**config.mk**
```make
export PLATFORM = sky130hd
export DESIGN_NAME = console_tok_match
export DESIGN_NICKNAME = d
export VERILOG_FILES = /design/src/rtl/console_chk_pkg.sv /design/src/rtl/console_tok_match.sv
export SDC_FILE = /design/constraint.sdc
export NUM_CORES = 1
export LEC_CHECK = 0
export ABC_AREA = 0
export BUFFER_PORTS_ARGS = -buffer_cell sky130_fd_sc_hd__clkbuf_2
export CAP_MARGIN = 10
export CORE_ASPECT_RATIO = 0.75
export CORE_UTILIZATION = 60
export DETAILED_ROUTE_END_ITERATION = 10
export PLACE_DENSITY_LB_ADDON = 0.15
export SLEW_MARGIN = 20
export SYNTH_ARGS = -nofsm -noshare
export SYNTH_HDL_FRONTEND = slang
export SYNTH_SLANG_ARGS = --single-unit
```
**constraint.sdc**
```tcl
create_clock -name vclk -period 10.4
set_input_delay 0.52 -clock vclk [all_inputs]
set_output_delay 0.52 -clock vclk [all_outputs]
set_load 0.02 [all_outputs]
```
**src/rtl/console_chk_pkg.sv**
```systemverilog
// Shared types and constants for the console token checker.
// Latency: n/a (types and constants only).
// Backpressure: n/a.
package console_chk_pkg;

  // Longest token the config storage can hold; the top MAX_TOK_LEN must not exceed it.
  localparam int TOK_LEN_LIMIT = 16;
  localparam int TOK_POS_W     = $clog2(TOK_LEN_LIMIT);
  localparam int TOK_LEN_W     = $clog2(TOK_LEN_LIMIT + 1);

  localparam logic [7:0] ASCII_LF  = 8'h0A;
  localparam int         PCT_SCALE = 100;

  typedef enum logic [2:0] {
    ST_RUN,
    ST_COMMIT,
    ST_FLUSH,
    ST_VERDICT,
    ST_DONE
  } chk_state_t;

  // One programmable token: chars[0] is the first character of the token.
  typedef struct packed {
    logic [TOK_LEN_LIMIT-1:0][7:0] chars;
    logic [TOK_LEN_W-1:0]          len;
    logic                          is_pass;
  } tok_cfg_t;

endpackage

```
**src/rtl/console_tok_match.sv**
```systemverilog
// Compares one token against the tail of the line history window.
// Latency: combinational.
// Backpressure: none; evaluated on every cycle.
module console_tok_match
  import console_chk_pkg::*;
(
  input  tok_cfg_t                      tok,
  input  logic [TOK_LEN_LIMIT-1:0][7:0] win,   // win[0] is the newest byte
  input  logic [TOK_LEN_W-1:0]          fill,  // valid bytes in win
  output logic                          match
);

  // Class is resolved by the caller at line commit.
  logic unused_cls;
  assign unused_cls = tok.is_pass;

  // Newest byte lines up with the last token character; a disabled or not yet
  // fully seen token never matches.
  always_comb begin
    match = (tok.len != '0) && (fill >= tok.len);
    for (int k = 0; k < TOK_LEN_LIMIT; k++) begin
      if (k < int'(tok.len)) begin
        if (win[k] != tok.chars[TOK_POS_W'(tok.len - TOK_LEN_W'(k + 1))]) begin
          match = 1'b0;
        end
      end
    end
  end

endmodule

```
==> summary.md <==
| Metric | Value |
|---|---|
| Initial antenna violation count | `0` |
| CP Capture Type | `primary output` |
| Drt drc | `0` |
| Seq/Total Area, Yosys | `0%` |
| Hold-fix buffers, CTS | `0` |
| Sequential share of power | `0%` |
| Final setup violation count | `0` |
| RD Place Congestion | `1.05` |
| P&R area growth vs syn | `13.2%` |
| Sw frac | `a little over half` |
| Seq cells | `0` |
| IO Count | `268` |
| DR vias | `between 10000 and 15000` |
| Max Clock Freq | `139 MHz` |
| Final Cycle Share | `69.1%` |
| CP Class | `in -> out` |
| Sw Pwr | `0.437 mW` |
| Post-Syn Area | `9890 sq um` |
| Part of the power in combinational logic | `100.0%` |
| CP Data Arrival Time | `6.67 ns` |
| Setup Fix Bufs, Post-CTS | `0` |
| Tmin final | `7.19 ns` |
| Share of power burned in the clock network | `0%` |
| Final hold viol count | `0` |
| Final nets | `around 1500` |
| Max cap viols | `0` |
| Clkbuf count | `0` |
| Post-DP HPWL | `29500 microns` |
| Lkg Pwr | `~4.7 nW` |
| Final-layout fill cell count | `1285` |
| Resized Gates After CTS | `0` |
| Fraction of layout cells with a size suffix above 1 | `between 40% and 50%` |
| First-pass GRT wire length | `54800 microns` |
| Status | `complete, no violations` |
| Layer with the highest usage | `met2` |
| Inserted Diodes | `0` |
| Crit path max fanout | `63` |
| Worst Hold Class | `in -> out` |
| Net Count, Synth | `approximately 1300` |
| Vias in the first global route | `9400` |
| Std-Cell Rows | `40` |
| Most frequent cells in the layout | `264 x clkbuf_2, 175 x mux2i_1, 154 x mux4_2, 86 x xnor2_1, 78 x xor2_1` |
| Cells after Synth | `970` |
| Initial core utilization | `61.5%` |
| Fin. max-slew vios | `0` |
| Post-route ant nets | `0` |
| Unrepaired setup endpoints after global routing | `no` |
| Grt met3 use | `between 10% and 20%` |
| Mean Syn Cell Area | `10.2 sq um` |
| Die area | `17000 sq um` |
| GRT Residual Overflow | `0` |
| Die Ht | `113 microns` |
| Drt pass-1 iters | `5` |
| DR vias/cell | `7.43` |
| Commonest non-fill, non-tap cell in the layout | `clkbuf_2` |
| Grt met1 use | `~59%` |
| WL final | `approximately 36000 microns` |
| PD cells | `71.9 nW/um^2` |
| Met2 usage | `between 60% and 70%` |
| DR WL/cell | `roughly 26 microns` |
| I/O Buffers | `267` |
| Peak supply drop | `~43 uV` |
| Die Wd | `150 microns` |
| Least-Margin Pin Slew | `1.12 ns` |
| Core Box Area | `16100 sq um` |
| Library cells used by synthesis | `64` |
| All-Layer GR Usage | `42.8%` |
| Ys Warns | `0` |
| Final setup TNS | `0 ns` |
| Final Util | `69.7%` |
| Critical Path Source Type | `input pin` |
| Slew margin rel. | `25.1%` |
| Total area of sequential cells | `0 sq um` |
| DR iter-0 viols | `between 1000 and 1500` |
| Int Pwr | `0.368 mW` |
| Largest net degree at the start of global routing | `73` |
| Worst Path Required | `9.88 ns` |
==> area by class of cell <==
class                           count  area, sq um  area share, %
Multi-Input combinational cell    874         9400           83.9
Timing Repair Buffer              289         1510           13.5
Tap cell                          210          263           2.35
Inverter                            7         26.3          0.235
==> metrics by stage <==
step                instance area [sq um]  hold slack [ns]  total power, mW  setup slack [ns]  std cells
finish                              11200             1.65            0.805              3.21       1380
global route                        11200             1.70            0.849              3.01       1380
CTS                                 11200             1.64            0.783              3.32       1380
detailed placement                  11200             1.64            0.779              3.33       1380
global placement                    11200             1.64            0.765              3.45       1380
floorplan                            9890             1.31            0.551              5.03        970
==> synth_stat cells (all sizes together), types with 3 or more instances <==
| cell type | count | area (sq um) |
|---|---|---|
| a21oi | 27 | 135 |
| a221oi | 14 | 123 |
| a22o | 14 | 123 |
| a22oi | 25 | 188 |
| a31oi | 7 | 43.8 |
| a32oi | 3 | 26.3 |
| and2 | 6 | 37.5 |
| and3 | 6 | 37.5 |
| buf | 69 | 443 |
| clkbuf | 20 | 76.3 |
| clkinv | 3 | 11.3 |
| ha | 14 | 175 |
| inv | 4 | 15.0 |
| mux2 | 14 | 158 |
| mux2i | 175 | 1750 |
| mux4 | 163 | 3700 |
| nand2 | 49 | 184 |
| nand2b | 3 | 18.8 |
| nand3 | 34 | 170 |
| nand4 | 31 | 194 |
| nor2 | 27 | 101 |
| nor2b | 7 | 43.8 |
| nor3 | 15 | 80.1 |
| nor4 | 14 | 100 |
| o211ai | 12 | 95.1 |
| o21ai | 9 | 45.0 |
| o31ai | 3 | 22.5 |
| o41ai | 3 | 26.3 |
| or3 | 3 | 18.8 |
| or4 | 3 | 22.5 |
| xnor2 | 89 | 798 |
| xor2 | 81 | 717 |
==> per-layer routing <==
metal	routed length, microns	vias up	share of wire, %
li1	-	4350	-
met1	13400	4910	37
met3	5650	135	16
met4	1820	0	5.0
met5	0	-	0
met2	15500	852	43
==> power by group through the flow <==
stage          clock network (mW)  logic (mW)  registers, mW
5_1_grt                         0       0.849              0
3_5_place_dp                    0       0.779              0
2_1_floorplan                   0       0.551              0
3_3_place_gp                    0       0.765              0
4_1_cts                         0       0.783              0
6_report                        0       0.805              0
==> critical path, stage by stage <==
cell and delay (ns):
buf_4 0.45, clkinv_1 0.69, ha_4 1.13, buf_4 0.70, mux4_2 0.66, mux2i_1 0.31, xor2_1 0.20, o311ai_0 0.17
o41ai_1 0.73, a32oi_1 0.15, o31ai_1 0.26, o31ai_1 0.12, nor4_2 0.28, clkbuf_2 0.24
==> kinds of logic after synthesis <==
family	after synthesis	share of synthesized area [%]
AO/OA/AOI/OAI	134	9.91
XOR/XNOR	170	15.3
adder cells (fa/ha/maj)	14	1.77
buffers and inverters	96	5.52
multiplexers	352	56.8
AND/OR/NAND/NOR	204	10.7
==> path summary, 6_finish.rpt <==
| check | depth (start not counted) | startpoint | end | slack, ns |
|---|---|---|---|---|
| hold / removal | 5 | tok[5] | match | 1.65 |
| setup / recovery | 14 | tok[2] | match | 3.21 |
No activity file was read; power rests on OpenSTA's default activity.
